$ cat config.mk
export PLATFORM = sky130hd
export DESIGN_NAME = smoldvi_lane_sequencer
export DESIGN_NICKNAME = d
export VERILOG_FILES = /design/src/rtl/smoldvi_lane_sequencer.sv
export SDC_FILE = /design/constraint.sdc
export NUM_CORES = 1
export LEC_CHECK = 0
export CORE_MARGIN = 3
export CORE_UTILIZATION = 65
export DETAILED_ROUTE_END_ITERATION = 6
export DONT_BUFFER_PORTS = 1
export PLACE_DENSITY_LB_ADDON = 0.15
export SYNTH_ARGS = -nofsm -noshare
export SYNTH_HDL_FRONTEND = slang
export SYNTH_SLANG_ARGS = --single-unit
$ cat constraint.sdc
create_clock -name clk_x5 -period 3.93 [get_ports clk_x5]
set_input_delay 0.5895 -clock clk_x5 [delete_from_list [all_inputs] [get_ports clk_x5]]
set_output_delay 0.5895 -clock clk_x5 [all_outputs]
set_load 0.05 [all_outputs]
$ cat src/rtl/smoldvi_lane_sequencer.sv
// smoldvi_lane_sequencer
// Output-enable sequencer for a small DVI transmitter running on the 5x bit clock.
// It free-runs a 0..4 serialiser phase and brings lanes up and down in order:
// clock lane first, then data lanes. Teardown reverses that order. Every state
// change lands on a pixel-period boundary. All outputs come straight from flops.

module smoldvi_lane_sequencer #(
  parameter int WARMUP_PERIODS   = 16,
  parameter int COOLDOWN_PERIODS = 8
) (
  input  logic       clk_x5,
  input  logic       rst_n_x5,
  input  logic       en_req,
  input  logic       hpd,
  output logic [2:0] phase,
  output logic       clk_lane_en,
  output logic       data_lane_en,
  output logic       ser_load,
  output logic [1:0] state,
  output logic       hpd_lost
);

  typedef enum logic [1:0] {
    ST_OFF    = 2'd0,
    ST_WARMUP = 2'd1,
    ST_RUN    = 2'd2,
    ST_DRAIN  = 2'd3
  } state_t;

  // Final period-counter values that end warm-up and cool-down.
  localparam logic [7:0] WARM_LAST = 8'(WARMUP_PERIODS - 1);
  localparam logic [7:0] COOL_LAST = 8'(COOLDOWN_PERIODS - 1);

  // The period counter saturates instead of wrapping, so it can never alias a
  // terminal count.
  function automatic logic [7:0] sat_inc(input logic [7:0] v);
    logic [7:0] r;
    if (v == 8'hFF) begin
      r = v;
    end else begin
      r = v + 8'd1;
    end
    return r;
  endfunction

  logic [1:0] en_sync_r;
  logic [1:0] hpd_sync_r;
  logic       en_s;
  logic       hpd_s;
  logic       go_s;
  logic       tick_s;

  logic [2:0] phase_r;
  logic [2:0] phase_nx_s;
  state_t     state_r;
  state_t     state_nx_s;
  logic [7:0] cnt_r;
  logic [7:0] cnt_nx_s;

  logic       clk_lane_en_r;
  logic       data_lane_en_r;
  logic       ser_load_r;
  logic       hpd_lost_r;
  logic       hpd_lost_nx_s;

  assign en_s   = en_sync_r[1];
  assign hpd_s  = hpd_sync_r[1];
  assign go_s   = en_s & hpd_s;
  assign tick_s = (phase_r == 3'd4);

  // Two-flop synchronisers bring the asynchronous request and hot-plug inputs into clk_x5.
  always_ff @(posedge clk_x5 or negedge rst_n_x5) begin
    if (!rst_n_x5) begin
      en_sync_r  <= 2'b00;
      hpd_sync_r <= 2'b00;
    end else begin
      en_sync_r  <= {en_sync_r[0], en_req};
      hpd_sync_r <= {hpd_sync_r[0], hpd};
    end
  end

  // The serialiser phase counts 0..4 and wraps.
  always_comb begin
    phase_nx_s = 3'd0;
    if (phase_r == 3'd4) begin
      phase_nx_s = 3'd0;
    end else begin
      phase_nx_s = phase_r + 3'd1;
    end
  end

  // Lane state transitions. These are evaluated only on the tick cycle, so each new state starts at phase 0.
  always_comb begin
    state_nx_s = state_r;
    cnt_nx_s   = cnt_r;
    if (tick_s) begin
      case (state_r)
        ST_OFF: begin
          if (go_s) begin
            state_nx_s = ST_WARMUP;
            cnt_nx_s   = 8'd0;
          end else begin
            state_nx_s = ST_OFF;
          end
        end
        ST_WARMUP: begin
          // A loss of go wins over warm-up completion on the same tick.
          if (!go_s) begin
            state_nx_s = ST_OFF;
            cnt_nx_s   = 8'd0;
          end else if (cnt_r == WARM_LAST) begin
            state_nx_s = ST_RUN;
            cnt_nx_s   = sat_inc(cnt_r);
          end else begin
            state_nx_s = ST_WARMUP;
            cnt_nx_s   = sat_inc(cnt_r);
          end
        end
        ST_RUN: begin
          if (!go_s) begin
            state_nx_s = ST_DRAIN;
            cnt_nx_s   = 8'd0;
          end else begin
            state_nx_s = ST_RUN;
          end
        end
        ST_DRAIN: begin
          // Cool-down always runs to completion. go is not looked at here.
          cnt_nx_s = sat_inc(cnt_r);
          if (cnt_r == COOL_LAST) begin
            state_nx_s = ST_OFF;
          end else begin
            state_nx_s = ST_DRAIN;
          end
        end
        default: begin
          state_nx_s = ST_OFF;
          cnt_nx_s   = 8'd0;
        end
      endcase
    end else begin
      state_nx_s = state_r;
      cnt_nx_s   = cnt_r;
    end
  end

  // hpd_lost latches a hot-plug drop seen in RUN and is released only by withdrawing the request.
  always_comb begin
    hpd_lost_nx_s = hpd_lost_r;
    if (!en_s) begin
      hpd_lost_nx_s = 1'b0;
    end else if ((state_r == ST_RUN) && !hpd_s) begin
      hpd_lost_nx_s = 1'b1;
    end else begin
      hpd_lost_nx_s = hpd_lost_r;
    end
  end

  // Core state registers: phase, lane state and period counter.
  always_ff @(posedge clk_x5 or negedge rst_n_x5) begin
    if (!rst_n_x5) begin
      phase_r <= 3'd0;
      state_r <= ST_OFF;
      cnt_r   <= 8'd0;
    end else begin
      phase_r <= phase_nx_s;
      state_r <= state_nx_s;
      cnt_r   <= cnt_nx_s;
    end
  end

  // Output flops are decoded from the next state, so they line up with state_r and need no extra gating.
  always_ff @(posedge clk_x5 or negedge rst_n_x5) begin
    if (!rst_n_x5) begin
      clk_lane_en_r  <= 1'b0;
      data_lane_en_r <= 1'b0;
      ser_load_r     <= 1'b0;
      hpd_lost_r     <= 1'b0;
    end else begin
      clk_lane_en_r  <= (state_nx_s != ST_OFF);
      data_lane_en_r <= (state_nx_s == ST_RUN);
      ser_load_r     <= (state_nx_s == ST_RUN) && (phase_nx_s == 3'd0);
      hpd_lost_r     <= hpd_lost_nx_s;
    end
  end

  assign phase        = phase_r;
  assign state        = state_r;
  assign clk_lane_en  = clk_lane_en_r;
  assign data_lane_en = data_lane_en_r;
  assign ser_load     = ser_load_r;
  assign hpd_lost     = hpd_lost_r;

endmodule

Word-level counts from Yosys, hierarchy flattened:

Cells that the tools add are included.

* flip-flop bits (word level): 21
* output and inout bits: 9
* bits in latches: 0
* memories: 0
* memory bits (read-only): 0
* RAM bits: 0

* muxes and demuxes: 15
* equality and inequality tests: 11
* add/sub/neg operators: 2
* reductions and logical operators: 7
* shift-type cells: 0
* bitwise gates (word level): 1
* multipliers: 0
* divide/modulo/power cells: 0
* magnitude comparators: 0

Operators by type and width (number)
* two-way mux 8 bit: 4
* case mux 8 bit (4 select lines): 1
* adder 8 x 1 -> 8 bit, second input constant: 1
* equality test 8 x 3 -> 1 bit, second input constant: 1
* equality test 8 x 4 -> 1 bit, second input constant: 1
* equality test 8 bit, second input constant: 1
* two-way mux 2 bit: 4
* case mux 2 bit (4 select lines): 1
* equality test 2 bit, second input constant: 3
* two-way mux 1 bit: 4
* inequality test 2 bit, second input constant: 2
* adder 3 x 1 -> 3 bit, second input constant: 1
* equality test 3 bit, second input constant: 1
* zero test 3 bit: 1
* two-way mux 3 bit: 1
* AND reduction 3 bit: 1
* equality test 2 x 1 -> 1 bit, second input constant: 1
* logical AND 1 bit: 2
* zero test 2 bit: 1
* inequality test 2 x 1 -> 1 bit, second input constant: 1
* nonzero test 2 bit: 1
* bitwise AND 1 bit: 1
* zero test 1 bit: 1

Longest topological paths before layout:

Gate-level depths: netlist of the first run.

* depth after elaboration: 7
* mapped depth: 7

Least setup slack after synthesis of the first run:

Ideal clock, no wire load.

* path type: flip-flop to flip-flop
* from: register state_r[1] (netlist: state[1])
* to: register cnt_r[5]
* buffers on the path: 1
* data arrival time: 1.801 ns
* setup slack: 2.052 ns
* cell stages (with the launch flop): 6
* library setup time: 0.078 ns
* period minus slack after synthesis: 1.878 ns
* cells stage by stage: dfrtp_1 buf_6 and3b_2 o311ai_4 or4_1 a21oi_1

* cells in the longest elaborated chain, start to end: 3
* elaborated cells between the ends (all ways): 8
* those cells by class: eq/ne: 5; mux: 1; reduce/logical: 2

RTL lines
* start: declaration: RTL line 55 `state_t state_r;`
* start signal: assignment: RTL line 167 `state_r <= state_nx_s;`
* equality test 2 bit or zero test 2 bit (tied branches): RTL line 97 `case (state_r)`
* inequality test 2 bit (no line)
* AND reduction 3 bit (no line)
* end signal: assignment: RTL line 168 `cnt_r <= cnt_nx_s;`
* end: declaration: RTL line 57 `logic [7:0] cnt_r;`

Parallel ways exist; a longest one is shown, timed or not.
A chain may end at the register's enable or synchronous reset.

Worst setup path after layout of the first run:

* from: register phase_r[0] (netlist: phase[0])
* to: register cnt_r[7]

* cells in the longest elaborated chain, start to end: 2

RTL lines
* start: declaration: RTL line 53 `logic [2:0] phase_r;`
* start signal: assignment: RTL line 166 `phase_r <= phase_nx_s;`
* equality test 3 bit: RTL line 69 `assign tick_s = (phase_r == 3'd4);`
* AND reduction 3 bit (no line)

No other way between the ends.

==> results of run 1 <==
-- power groups by stage --
stage / clock network [mW] / logic (mW) / registers (mW)
floorplan: 0 / 0.0206 / 0.236
global placement: 0 / 0.0226 / 0.239
detailed placement: 0 / 0.0234 / 0.239
CTS: 0.107 / 0.0283 / 0.235
global route: 0.117 / 0.0313 / 0.236
finish: 0.104 / 0.0284 / 0.235
-- metal layers --
layer,vias up,global-route usage [%],wire length (um)
li1,379,-,-
met1,375,28.9,931
met2,35,28.6,774
met3,9,7.42,146
met4,0,11.9,55
met5,-,0,0
-- stage by stage --
stage               setup WS, ps  util, %  hold WS (ps)
floorplan                   2050        -           294
global placement            1940     74.5           294
detailed placement          1880     74.5           294
CTS                         1870     77.2           283
global route                1720     77.2           268
finish                      1870     77.2           288
-- cells by family after synthesis --
group / count (synthesis)
adder cells (fa/ha/maj): 3
AO/OA/AOI/OAI: 31
buffers and inverters: 8
AND/OR/NAND/NOR: 37
multiplexers: 1
XOR/XNOR: 1
flip-flops: 21
-- layout by cell type (no fill, tap or decap), types with 2 or more instances in the layout --
master / Yosys / final
and3_1: 2 / 2
clkbuf_4: 0 / 3
nand2_1: 3 / 3
o31ai_1: 2 / 2
nor2_1: 8 / 8
a21oi_1: 8 / 8
inv_1: 4 / 4
ha_1: 3 / 3
dfrtp_1: 21 / 21
o21a_1: 2 / 2
o21ai_0: 7 / 7
nor3_1: 4 / 4
nand3_1: 7 / 7
-- critical path: cells and delay by family, from the launching register on --
| family | cells | cell delay [ps] |
|---|---|---|
| DFF | 1 | 600 |
| and+or+nand+nor | 2 | 460 |
| adders and majority gates | 1 | 340 |
| buffers and inverters | 1 | 160 |
| AOI/OAI and AO/OA | 2 | 470 |
-- registers in the layout (all words and copies together) (netlist names) --
name          flops
phase             3
state             2
hpd_sync_r        2
data_lane_en      1
hpd_lost          1
clk_lane_en       1
cnt_r             8
en_sync_r         2
ser_load          1
-- layout make-up --
| class | count | share of cell area (%) |
|---|---|---|
| Tap cell | 15 | 1.72 |
| Clock buffer | 3 | 2.06 |
| Inverter | 4 | 1.37 |
| Clock inverter | 1 | 0.458 |
| Multi-Input combinational cell | 73 | 45.4 |
| Timing Repair Buffer | 1 | 0.916 |
| Sequential cell | 21 | 48.1 |
-- what timing repair did --
| action | CTS | global route |
|---|---|---|
| hold endpoints to repair | 21 | 0 |
| hold buffers | 1 | 0 |
| gates resized for setup | 0 | 0 |
-- worst max-delay path by stage --
stage	end	slack, ps	cells after the start
final	cnt_r[7]	1870	6
after global placement	cnt_r[5]	1940	4
after detailed placement	cnt_r[7]	1880	6
after global routing	cnt_r[7]	1720	6
after floorplan	cnt_r[5]	2050	5
after CTS	cnt_r[7]	1870	6
==> results.json, run 1 <==
{
  "grt_pass1_vias": 702,
  "ff_latch_area_um2": 526,
  "netlist_instances": 102,
  "nFillCells": 87,
  "p_sw_uw": 94.6,
  "drt-initial-drc-count": 19,
  "h-tree-depth": 1,
  "synth-async-reset-ratio_pct": 100,
  "antenna_found_initial": 0,
  "crit_start": "phase[0]",
  "fin_setup_tns_ps": 0,
  "timing.rr.start": "phase[0]",
  "ios": 13,
  "startpoint_type": "flop",
  "final_area_um2": 1090,
  "portBuffers": 0,
  "yosysUniqueCellTypes": 42,
  "clockBufferDepth": 2,
  "grt_max_degree": 22,
  "slowest_stage": "dfrtp_1",
  "min_path_cells": 0,
  "slowest_delay_ps": 600,
  "path_cells": "inv_1 > ha_1 > nand3_1 > o21bai_1 > nor3_1 > o22a_2",
  "ys_seq_elements": 21,
  "min_path_type": "in2reg",
  "dpl-instance-area_um2": 1050,
  "p_per_area_nw_per_um2": 336,
  "grt_pass1_wl_um": 3110,
  "power_frac_seq_pct": 64.0,
  "dieHeight_um": 46.4,
  "drc": 0,
  "place_congestion": 0.864,
  "rsz0062_at_grt": "false",
  "synth_top_family_by_area": "compound AO/OA/AOI/OAI gates",
  "finalCritPeriodShare_pct": 52.4,
  "synth.net_count": 109,
  "required_ps": 4200,
  "status": "completed",
  "min_to": "hpd_sync_r[0]",
  "die_area_um2": 2160,
  "drtPass1Iterations": 4,
  "reg2reg_depth": 6,
  "swShare_pct": 25.8,
  "cts_sinks": 21,
  "syn_area_um2": 1060,
  "clk_root_buffer_cell": "clkbuf_4",
  "maxSlewHeadroom_pct": 39.4,
  "num-nets-final": 111,
  "routed_wl_um": 1910,
  "cp_max_fo": 8,
  "hold_viol_final": 0,
  "synth_common_cells": "dfrtp_1, a21oi_1, nor2_1",
  "rows": 13,
  "setup_viol": 0,
  "die_x_um": 46.4,
  "period_needed_ps": 2060,
  "track_usage_pct": 21.2,
  "crit_type": "reg2reg",
  "multiInputGateArea_um2": 495,
  "synthAdderAreaFrac_pct": 3.53,
  "synth_edf_count": 0,
  "cap_violations": 0,
  "avgViaCountPerCell": 6.76,
  "rr_endpoint": "cnt_r[7]",
  "seq_area_frac_synth_pct": 49.5,
  "tightest_slew_ps": 905,
  "synth_area_leaders": "dfrtp_1, a21oi_1, ha_1, nand3_1, o21ai_0",
  "insertion_delay_ps": 310,
  "cp.arrival_ps": 2330,
  "worstHoldStart": "hpd",
  "clkPwrFrac_pct": 28.2,
  "synth_top_flop_cell": "dfrtp_1",
  "grt.overflow.total": 0,
  "r2r_slack_ps": 1870,
  "fmax_mhz": 486,
  "cts_tree": "done",
  "synth-simple-area-share_pct": 19.7,
  "placed_cells": 113,
  "synth_top_cell_area_share_pct": 49.5,
  "power.internal_uw": 272,
  "ys_warn_count": 0,
  "wl_per_cell_um": 16.2,
  "num_antenna_cells": 0,
  "cts_made_buffers": 3,
  "synth_xor_area_share_pct": 0.824,
  "synth-compound-area-share_pct": 21.6,
  "peakVddDrop_mv": 0.263,
  "yosysMostFrequentCell": "dfrtp_1",
  "syn-mean-instance-area_um2": 10.4,
  "vias": 798,
  "postCtsSetupBuffers": 0,
  "drive_above_1_share_pct": 11.7,
  "start_util_pct": 75.1,
  "hpwl_um": 1380,
  "muxShareOfSynthArea_pct": 1.06,
  "antenna_left": 0,
  "fin_cells": 118,
  "areaGrowthSynthToFinish_pct": 2.83,
  "p_comb_share_pct": 7.7,
  "path_clk_slew_ps": 120,
  "coreArea_um2": 1420,
  "power_uw": 367,
  "skew_ps": 9.08,
  "critPathCaptureType": "flop",
  "p_leak_nw": 0.471,
  "synth_top_area_cell": "dfrtp_1",
  "slew_violations": 0
}
Note: power is estimated with default switching activity, not from simulation.
==> run 2: changes to the inputs <==
--- a/config.mk
+++ b/config.mk
@@ -5,8 +5,9 @@
 export SDC_FILE = /design/constraint.sdc
 export NUM_CORES = 1
 export LEC_CHECK = 0
+export CORE_ASPECT_RATIO = 1.4
 export CORE_MARGIN = 3
-export CORE_UTILIZATION = 65
+export CORE_UTILIZATION = 54
 export DETAILED_ROUTE_END_ITERATION = 6
 export DONT_BUFFER_PORTS = 1
 export PLACE_DENSITY_LB_ADDON = 0.15
==> constraint.sdc (replaced) <==
create_clock -name clk_x5 -period 1.7 [get_ports clk_x5]
set_input_delay 0.255 -clock clk_x5 [delete_from_list [all_inputs] [get_ports clk_x5]]
set_output_delay 0.255 -clock clk_x5 [all_outputs]
set_load 0.05 [all_outputs]
==> results.json, run 2 (synthesis gave the netlist of run 1 again) <==
{
  "startpoint_type": "flop",
  "track_usage_pct": 20.7,
  "p_leak_nw": 0.558,
  "grt_max_degree": 22,
  "fin_ws_ps": 110,
  "avgViaCountPerCell": 6.18,
  "cts_sinks": 21,
  "utilization_pct": 70.5,
  "nFillCells": 143,
  "period_needed_ps": 1590,
  "placed_cells": 133,
  "drive_above_1_share_pct": 31.1,
  "grt.overflow.total": 0,
  "slew_violations": 0,
  "r2r_slack_ps": 110,
  "finalCritPeriodShare_pct": 93.5,
  "final_common_cell": "dfrtp_1",
  "ios": 13,
  "regMostFlops": "cnt_r",
  "die_area_um2": 2540,
  "min_path_cells": 0,
  "num_antenna_cells": 0,
  "skew_ps": 2.80,
  "crit_type": "reg2reg",
  "num-nets-final": 130,
  "path_clk_slew_ps": 120,
  "wl_per_cell_um": 15.6,
  "rows": 18,
  "areaGrowthSynthToFinish_pct": 21.1,
  "fmax_mhz": 629,
  "cap_violations": 0,
  "min_to": "hpd_sync_r[1]",
  "vias": 877,
  "antenna_found_initial": 0,
  "crit_start": "cnt_r[0]",
  "maxSlewHeadroom_pct": 39.2,
  "largest_reg_flops": 8,
  "antenna_left": 0,
  "dpl-instance-area_um2": 1190,
  "layout_common_cells": "dfrtp_1, buf_4, a21oi_1, nor2_1",
  "peakVddDrop_mv": 0.669,
  "tightest_slew_ps": 909,
  "cp_max_fo": 5,
  "place_congestion": 0.886,
  "critPathCaptureType": "flop",
  "p_per_area_nw_per_um2": 676,
  "routed_wl_um": 2220,
  "coreArea_um2": 1820,
  "grt_pass1_wl_um": 3930,
  "insertion_delay_ps": 300,
  "status": "completed",
  "rr_endpoint": "cnt_r[5]",
  "grt_pass1_vias": 909,
  "timing.rr.start": "cnt_r[0]",
  "drc": 0,
  "hold_viol_final": 0,
  "cts_tree": "done",
  "cts_made_buffers": 3,
  "cp.arrival_ps": 1810,
  "clk_root_buffer_cell": "clkbuf_4",
  "h-tree-depth": 1,
  "required_ps": 1920,
  "dieHeight_um": 58.5,
  "die_x_um": 43.5,
  "hpwl_um": 1670,
  "final_area_um2": 1290,
  "start_util_pct": 58.2,
  "portBuffers": 0,
  "drtPass1Iterations": 6,
  "reg2reg_depth": 6,
  "drt-initial-drc-count": 15,
  "clockBufferDepth": 2,
  "min_path_type": "reg2reg",
  "power_uw": 870,
  "pre_cts_ws_ps": 39.1,
  "fin_cells": 142,
  "worstHoldStart": "hpd_sync_r[0]",
  "setup_viol": 0
}
==> run 2: changes by cell type in the layout (fill, tap and decap cells not counted), sizes merged <==
cell | previous run | this run
buf | 0 | 17
dlygate4sd3 | 1 | 3
==> run 2: worst max-delay path by stage <==
stage / endpoint / slack (ps) / depth (start not counted)
finish: cnt_r[5] / 110 / 6
global route: cnt_r[2] / -8 / 6
CTS: state[0] / 10 / 4
detailed placement: state[0] / 40 / 4
global placement: state[0] / 40 / 4
floorplan: cnt_r[5] / -30 / 5
==> run 2: stage by stage <==
stage / hold slack, ps / setup TNS [ps]
floorplan: -40.6 / -32.0
global placement: -40.1 / 0
detailed placement: -40.2 / 0
CTS: 364 / 0
global route: 371 / -8.29
finish: 362 / 0
==> run 2: critical path, cell delays in order (launching register included) <==
cell and delay [ps]:
dfrtp_1 430, ha_2 230, nand3_1 110, nor3_2 60, buf_4 140, or4_1 390
a21oi_1 160
==> run 2: area by class of cell <==
cell class | instances | area (um2) | area share [%]
inverters | 4 | 15.0 | 1.17
well taps | 20 | 25.0 | 1.95
flip-flops and latches | 21 | 529 | 41.1
clock inverters | 1 | 5.00 | 0.389
clock buffers | 3 | 22.5 | 1.75
repair buffers | 20 | 158 | 12.3
multi-input cells | 73 | 532 | 41.3
==> run 2: report_power, final <==
group          leakage, nW  switching (mW)  internal, mW
Clock               0.0177           0.148        0.0876
Sequential           0.271          0.0211         0.515
Combinational        0.270          0.0513        0.0462
==> run 2: metal layers <==
layer,vias to the layer above,share of wire [%],global-route usage (%)
met5,-,0,0
met4,0,3.1,9.91
met3,6,4.0,2.75
met2,28,50,35.1
met1,422,43,25.6
li1,421,-,-
==> run 2: repair_timing <==
item,CTS,global route
hold buffers,3,0
hold endpoints to repair,23,0
gates resized for setup,0,7
endpoints found under the setup margin,0,7
buffers inserted,0,2
